<file path="src/rtl/enigma_frame_cipher.sv">
// Enigma I frame cipher: takes one received frame from the UART
// transceiver and enciphers it one character at a time. Rotors are I/II/III
// with reflector B, the ring settings are fixed at A and there is no
// plugboard. The result goes back to the transmit side. Rotor positions are
// kept from one frame to the next.
//
// Handshake: frame_valid and load_key are single-cycle strobes and are
// sampled only while idle. A frame that arrives while busy is dropped and
// sets the sticky overrun flag. frame_send is a single-cycle strobe, and
// frame_out is valid from that cycle until the next frame_send.
//
// The FSM state is held in state_q (type state_t) so that checkers can be
// bound to it.
module enigma_frame_cipher #(
    parameter int FRAME_BYTES = 10,
    parameter int ROT_L       = 1,
    parameter int ROT_M       = 2,
    parameter int ROT_R       = 3
) (
    input  logic                     clk,
    input  logic                     rst,
    input  logic [8*FRAME_BYTES-1:0] frame_in,
    input  logic                     frame_valid,
    input  logic [14:0]              key_pos,
    input  logic                     load_key,
    output logic [8*FRAME_BYTES-1:0] frame_out,
    output logic                     frame_send,
    output logic                     busy,
    output logic                     overrun,
    output logic [14:0]              rotor_pos
);

    localparam int FW = 8 * FRAME_BYTES;
    localparam int IW = $clog2(FRAME_BYTES + 1);
    localparam logic [IW-1:0] LAST_IDX = IW'(FRAME_BYTES - 1);

    // Each wiring table is stored as ASCII text. Character 0 (input A) sits in the top byte.
    localparam logic [207:0] WIRE_I   = "EKMFLGDQVZNTOWYHXUSPAIBRCJ";
    localparam logic [207:0] WIRE_II  = "AJDKSIRUXBLHWTMCQGZNPYFVOE";
    localparam logic [207:0] WIRE_III = "BDFHJLCPRTXVZNYEIWGAKMUSQO";
    localparam logic [207:0] REFL_B   = "YRUHQSLDPXNGOKMIEBFZCWVJAT";

    function automatic logic [207:0] rotor_table(input int sel);
        case (sel)
            1:       return WIRE_I;
            2:       return WIRE_II;
            default: return WIRE_III;
        endcase
    endfunction

    // Turnover letters: I=Q, II=E, III=V.
    function automatic logic [4:0] notch_of(input int sel);
        case (sel)
            1:       return 5'd16;
            2:       return 5'd4;
            default: return 5'd21;
        endcase
    endfunction

    localparam logic [207:0] TBL_L   = rotor_table(ROT_L);
    localparam logic [207:0] TBL_M   = rotor_table(ROT_M);
    localparam logic [207:0] TBL_R   = rotor_table(ROT_R);
    localparam logic [4:0]   NOTCH_M = notch_of(ROT_M);
    localparam logic [4:0]   NOTCH_R = notch_of(ROT_R);

    function automatic logic [4:0] lookup(input logic [207:0] t, input logic [4:0] x);
        logic [7:0] ch;
        ch = t[8*(25 - int'(x)) +: 8];
        return 5'(ch - 8'h41);
    endfunction

    function automatic logic [4:0] add26(input logic [4:0] a, input logic [4:0] b);
        logic [5:0] s;
        s = {1'b0, a} + {1'b0, b};
        if (s >= 6'd26) s = s - 6'd26;
        return s[4:0];
    endfunction

    function automatic logic [4:0] sub26(input logic [4:0] a, input logic [4:0] b);
        logic [5:0] s;
        s = {1'b0, a} + 6'd26 - {1'b0, b};
        if (s >= 6'd26) s = s - 6'd26;
        return s[4:0];
    endfunction

    function automatic logic [4:0] mod26(input logic [4:0] x);
        return (x > 5'd25) ? x - 5'd26 : x;
    endfunction

    function automatic logic [4:0] rotor_fwd(input logic [207:0] t, input logic [4:0] x,
                                             input logic [4:0] p);
        return sub26(lookup(t, add26(x, p)), p);
    endfunction

    // The reverse path searches the table, so no separate inverse table is needed.
    function automatic logic [4:0] rotor_inv(input logic [207:0] t, input logic [4:0] x,
                                             input logic [4:0] p);
        logic [4:0] target;
        logic [4:0] y;
        target = add26(x, p);
        y      = 5'd0;
        for (int i = 0; i < 26; i++) begin
            if (lookup(t, 5'(i)) == target) y = 5'(i);
        end
        return sub26(y, p);
    endfunction

    typedef enum logic [1:0] {S_IDLE, S_STEP, S_ENC, S_DONE} state_t;

    state_t          state_q, state_d;
    logic [IW-1:0]   idx_q, idx_d;
    logic [FW-1:0]   buf_q, buf_d;
    logic [FW-1:0]   res_q, res_d;
    logic [4:0]      pos_l_q, pos_l_d, pos_m_q, pos_m_d, pos_r_q, pos_r_d;
    logic [FW-1:0]   frame_out_q, frame_out_d;
    logic            frame_send_q, frame_send_d;
    logic            busy_q, busy_d;
    logic            overrun_q, overrun_d;

    logic [7:0]      cur_byte;
    logic            cur_letter;
    logic [4:0]      enc_val;
    logic [7:0]      enc_byte;

    // Encipher the byte at the head of the frame buffer, using the current rotor positions.
    always_comb begin
        logic [4:0] c;
        cur_byte   = buf_q[FW-1 -: 8];
        cur_letter = (cur_byte >= 8'h41) && (cur_byte <= 8'h5A);
        c = 5'(cur_byte - 8'h41);
        c = rotor_fwd(TBL_R, c, pos_r_q);
        c = rotor_fwd(TBL_M, c, pos_m_q);
        c = rotor_fwd(TBL_L, c, pos_l_q);
        c = lookup(REFL_B, c);
        c = rotor_inv(TBL_L, c, pos_l_q);
        c = rotor_inv(TBL_M, c, pos_m_q);
        c = rotor_inv(TBL_R, c, pos_r_q);
        enc_val  = c;
        enc_byte = cur_letter ? (8'h41 + {3'b000, enc_val}) : cur_byte;
    end

    // FSM state register.
    always_ff @(posedge clk) begin
        if (rst) state_q <= S_IDLE;
        else     state_q <= state_d;
    end

    // FSM next state: each character takes a STEP cycle then an ENC cycle.
    always_comb begin
        state_d = state_q;
        case (state_q)
            S_IDLE:  if (frame_valid) state_d = S_STEP;
            S_STEP:  state_d = S_ENC;
            S_ENC:   state_d = (idx_q == LAST_IDX) ? S_DONE : S_STEP;
            S_DONE:  state_d = S_IDLE;
            default: state_d = S_IDLE;
        endcase
    end

    // FSM outputs and datapath next values.
    always_comb begin
        buf_d        = buf_q;
        res_d        = res_q;
        idx_d        = idx_q;
        pos_l_d      = pos_l_q;
        pos_m_d      = pos_m_q;
        pos_r_d      = pos_r_q;
        frame_out_d  = frame_out_q;
        frame_send_d = 1'b0;
        busy_d       = busy_q;
        overrun_d    = overrun_q;
        if (frame_valid && busy_q) overrun_d = 1'b1;
        case (state_q)
            S_IDLE: begin
                // The key is loaded here and stepping starts later, so a
                // frame captured on the same edge uses the new key.
                if (load_key) begin
                    pos_l_d = mod26(key_pos[14:10]);
                    pos_m_d = mod26(key_pos[9:5]);
                    pos_r_d = mod26(key_pos[4:0]);
                end
                if (frame_valid) begin
                    buf_d  = frame_in;
                    idx_d  = '0;
                    busy_d = 1'b1;
                end
            end
            S_STEP: begin
                if (cur_letter) begin
                    pos_r_d = add26(pos_r_q, 5'd1);
                    // A middle rotor sitting on its notch steps again (the double step) and carries the left rotor.
                    if (pos_m_q == NOTCH_M) begin
                        pos_m_d = add26(pos_m_q, 5'd1);
                        pos_l_d = add26(pos_l_q, 5'd1);
                    end else if (pos_r_q == NOTCH_R) begin
                        pos_m_d = add26(pos_m_q, 5'd1);
                    end
                end
            end
            S_ENC: begin
                res_d = (res_q << 8) | FW'(enc_byte);
                buf_d = buf_q << 8;
                if (idx_q != LAST_IDX) idx_d = idx_q + 1'b1;
            end
            S_DONE: begin
                frame_out_d  = res_q;
                frame_send_d = 1'b1;
                busy_d       = 1'b0;
            end
            default: ;
        endcase
    end

    // Datapath registers. Reset abandons any frame that is in flight.
    always_ff @(posedge clk) begin
        if (rst) begin
            idx_q        <= '0;
            buf_q        <= '0;
            res_q        <= '0;
            pos_l_q      <= 5'd0;
            pos_m_q      <= 5'd0;
            pos_r_q      <= 5'd0;
            frame_out_q  <= '0;
            frame_send_q <= 1'b0;
            busy_q       <= 1'b0;
            overrun_q    <= 1'b0;
        end else begin
            idx_q        <= idx_d;
            buf_q        <= buf_d;
            res_q        <= res_d;
            pos_l_q      <= pos_l_d;
            pos_m_q      <= pos_m_d;
            pos_r_q      <= pos_r_d;
            frame_out_q  <= frame_out_d;
            frame_send_q <= frame_send_d;
            busy_q       <= busy_d;
            overrun_q    <= overrun_d;
        end
    end

    assign frame_out  = frame_out_q;
    assign frame_send = frame_send_q;
    assign busy       = busy_q;
    assign overrun    = overrun_q;
    assign rotor_pos  = {pos_l_q, pos_m_q, pos_r_q};

endmodule

</file>
<file path="config.mk">
export PLATFORM = sky130hd
export DESIGN_NAME = enigma_frame_cipher
export DESIGN_NICKNAME = d
export VERILOG_FILES = /design/src/rtl/enigma_frame_cipher.sv
export SDC_FILE = /design/constraint.sdc
export NUM_CORES = 1
export LEC_CHECK = 0
export CAP_MARGIN = 25
export CORE_MARGIN = 2
export CORE_UTILIZATION = 60
export CTS_CLUSTER_DIAMETER = 120
export CTS_CLUSTER_SIZE = 30
export DETAILED_ROUTE_END_ITERATION = 6
export DONT_BUFFER_PORTS = 1
export HOLD_SLACK_MARGIN = 0.08
export PLACE_DENSITY = 0.82
export RECOVER_POWER = 100
export SYNTH_ARGS = -nofsm -noshare
export SYNTH_HDL_FRONTEND = slang
export SYNTH_SLANG_ARGS = --single-unit
</file>
<file path="constraint.sdc">
create_clock -name clk -period 35.8 [get_ports clk]
set_input_delay 7.16 -clock clk [delete_from_list [all_inputs] [get_ports clk]]
set_output_delay 7.16 -clock clk [all_outputs]
set_load 0.02 [all_outputs]
</file>
==> impl_metrics.env <==
export IMPL_status="finished with violations"
export IMPL_violations="max-capacitance violations, max-slew violations"
export IMPL_finalSetupViolations=0
export IMPL_fin_crit_ns=33.26
export IMPL_routed_wl_um=42600
export IMPL_cp_data_arrival_time_ns=33.69
export IMPL_clockBufferDepth=3
export IMPL_critPathMaxFanout=13
export IMPL_coreArea_mm2=0.0289
export IMPL_ys_seq_area_share_pct=29.7
export IMPL_ys_types=95
export IMPL_hpwlAfterDp_um=29300
export IMPL_drtIter0Drc=1274
export IMPL_drtPass1Iterations=6
export IMPL_overflow=0
export IMPL_yosys_most_used_dff="dfxtp_1"
export IMPL_regArea_mm2=0.00529
export IMPL_grt_start_max_net_pins=185
export IMPL_via_count=16055
export IMPL_clkSinkCount=264
export IMPL_nets=2477
export IMPL_cap_viol_max_count=4
export IMPL_cts_htree_levels=1
export IMPL_crit_path_top_delay_cell="dfxtp_1"
export IMPL_holdWs_ns=0.459
export IMPL_insertion_delay_ns=0.50
export IMPL_synth_edf_count=0
export IMPL_synth_cell_area_mm2=0.0178
export IMPL_min_path_type="flop to flop"
export IMPL_cp_start_kind="flop"
export IMPL_period_share_pct=92.9
export IMPL_holdPathEnd="res_q[79]"
export IMPL_crit_path_start="pos_r_q[0]"
export IMPL_crit_buf_inv=28
export IMPL_tritoncts="built"
export IMPL_async_flop_share_pct=0
export IMPL_clock_skew_ns=0.0175
export IMPL_hold_violations=0
export IMPL_area_growth_pct=3.57
export IMPL_final_antenna_net_count=0
export IMPL_min_from="res_q[79]"
export IMPL_cpLargestDelayFamily="adder cells"
export IMPL_place_gp_congestion=0.908
export IMPL_drv_slew=231
export IMPL_die_y_um=176
export IMPL_clock_root_buffer="clkbuf_16"
export IMPL_multi_input_area_mm2=0.0116
export IMPL_antenna_found_initial=0
export IMPL_pin_count=197
export IMPL_vias_per_cell=6.13
export IMPL_drive_gt1_share_pct=4.78
export IMPL_fillCellCount=2534
export IMPL_diodes=0
export IMPL_slew_headroom_pct=-139
export IMPL_row_count=62
export IMPL_ys_ff_latch=264
export IMPL_crit_top_cell="inv_1"
export IMPL_min_path_cells=2
export IMPL_worst_pin_slew_ns=3.58
export IMPL_numPortBuffers=0
export IMPL_grt_pass1_wl_um=70000
export IMPL_avgSynthCellArea_um2=7.58
export IMPL_initial_utilization_pct=61.4
export IMPL_critPathRequiredTime_ns=36.23
export IMPL_cts_made_buffers=13
export IMPL_reg2regPathDepth=158
export IMPL_ctsHoldBuffers=0
export IMPL_wl_per_cell_um=16.3
export IMPL_r2r_slack_ns=2.54
export IMPL_die_area_mm2=0.0310
export IMPL_path_clk_slew_ns=0.11
export IMPL_max_clock_freq_mhz=30.1
export IMPL_grt_pass1_vias=14593
export IMPL_cp_depth=158
export IMPL_utilization_pct=63.6
export IMPL_reg2reg_to="res_q[5]"
export IMPL_syn_num_nets=2586
export IMPL_synth_warnings=0
export IMPL_die_w_um=176
export IMPL_endpoint_kind="flop"
export IMPL_syn_inst=2344
export IMPL_drcViolationCount=0
export IMPL_grt_use_total_pct=26.2
export IMPL_worstSetupPathType="flop to flop"
export IMPL_r2r_start="pos_r_q[0]"
export IMPL_cp_slowest_stage_delay_ns=0.78
-- synth_stat cells (all sizes together), types with 22 or more instances --
cell,count,area [um^2]
dfxtp,264,5290
a22o,81,709
nand3,31,155
inv,134,503
nand2,257,965
clkbuf,109,409
a21o,34,255
xnor2,65,637
a211oi,22,175
o21ai,71,367
nor2,331,1240
a21oi,272,1390
buf,30,151
nand2b,22,140
nor2b,92,576
mux2i,27,274
nor3,101,516
xor2,29,254
ha,131,1640
-- per-layer routing --
layer	share of wire, %	GRT usage [%]	up-vias
met4	3.0	8.51	0
met1	44	35.4	7601
li1	-	-	7884
met5	0	0	-
met3	6.5	4.54	86
met2	47	42.6	484
-- cell type report --
class	count	share of cell area, %
Sequential cell	264	28.8
Timing Repair Buffer	15	0.619
Clock inverter	3	0.265
Multi-Input combinational cell	1807	63.2
Tap cell	384	2.61
Clock buffer	14	1.79
Inverter	134	2.73
-- state kept, by name, indices dropped and copies added (netlist names), 2 cells and up --
| signal | cells |
|---|---|
| pos_m_q | 5 |
| buf_q | 80 |
| res_q | 80 |
| frame_out | 80 |
| pos_r_q | 5 |
| pos_l_q | 5 |
| idx_q | 4 |
| state_q | 2 |
-- worst register-to-register path, delay by kind of cell (launching register included) --
kind / cells / cell delay [ns]
adder cells (fa/ha/maj): 36 / 11.50
AND/OR/NAND/NOR: 31 / 5.04
AO/OA/AOI/OAI: 36 / 6.73
buffers and inverters: 28 / 2.69
XOR/XNOR: 24 / 5.54
flip-flops: 1 / 0.78
multiplexers: 3 / 0.91
-- worst max-delay path by stage --
| stage | endpoint | slack, ns |
|---|---|---|
| final | res_q[5] | 2.54 |
| after CTS | res_q[5] | 0.47 |
| after floorplan | res_q[5] | 5.13 |
| after detailed placement | res_q[5] | 0.60 |
| after global routing | res_q[5] | -0.22 |
| after global placement | res_q[5] | 2.47 |
-- cells in the final DEF, fill, tap and decap left out, drive strengths merged, types with 10 or more instances in the layout --
master / instances
a22oi: 14
nand2b: 22
clkbuf: 19
inv: 137
xor2: 29
a31oi: 14
buf: 10
xnor2: 65
nand2: 257
a211oi: 22
o211ai: 19
a22o: 81
o22ai: 14
nand4: 10
a21o: 34
fa: 12
nand3: 31
nor2b: 92
o21a: 12
ha: 131
nor2: 331
o21ai: 71
dfxtp: 264
nor3: 101
a21oi: 272
mux2i: 27
-- logic make-up (layout without fill, tap and decap cells) --
family | after synthesis | after routing | share of synthesized area [%]
mux | 33 | 33 | 1.92
compound gates | 631 | 631 | 23.5
simple gates | 903 | 903 | 22.9
buf+inv | 273 | 166 | 5.99
xor+xnor | 96 | 96 | 5.27
fa+ha+maj | 144 | 144 | 10.6
flops | 264 | 264 | 29.7
-- metrics by stage --
stage	cells	setup slack, ns	cell area [um^2]	TNS [ns]
floorplan	2344	5.13	17800	0
global placement	2599	2.47	17800	0
detailed placement	2599	0.599	17800	0
CTS	2616	0.473	18200	0
global route	2621	-0.222	18400	-0.559
finish	2621	2.54	18400	0
-- timing repair --
action	4_1_cts	5_1_grt
resized for setup	0	33
buffers inserted	0	2
setup endpoints to repair	0	6
Power is left out: the tool's default activity adds up to more than one toggle a clock period on the data nets, which glitch-free logic cannot reach.
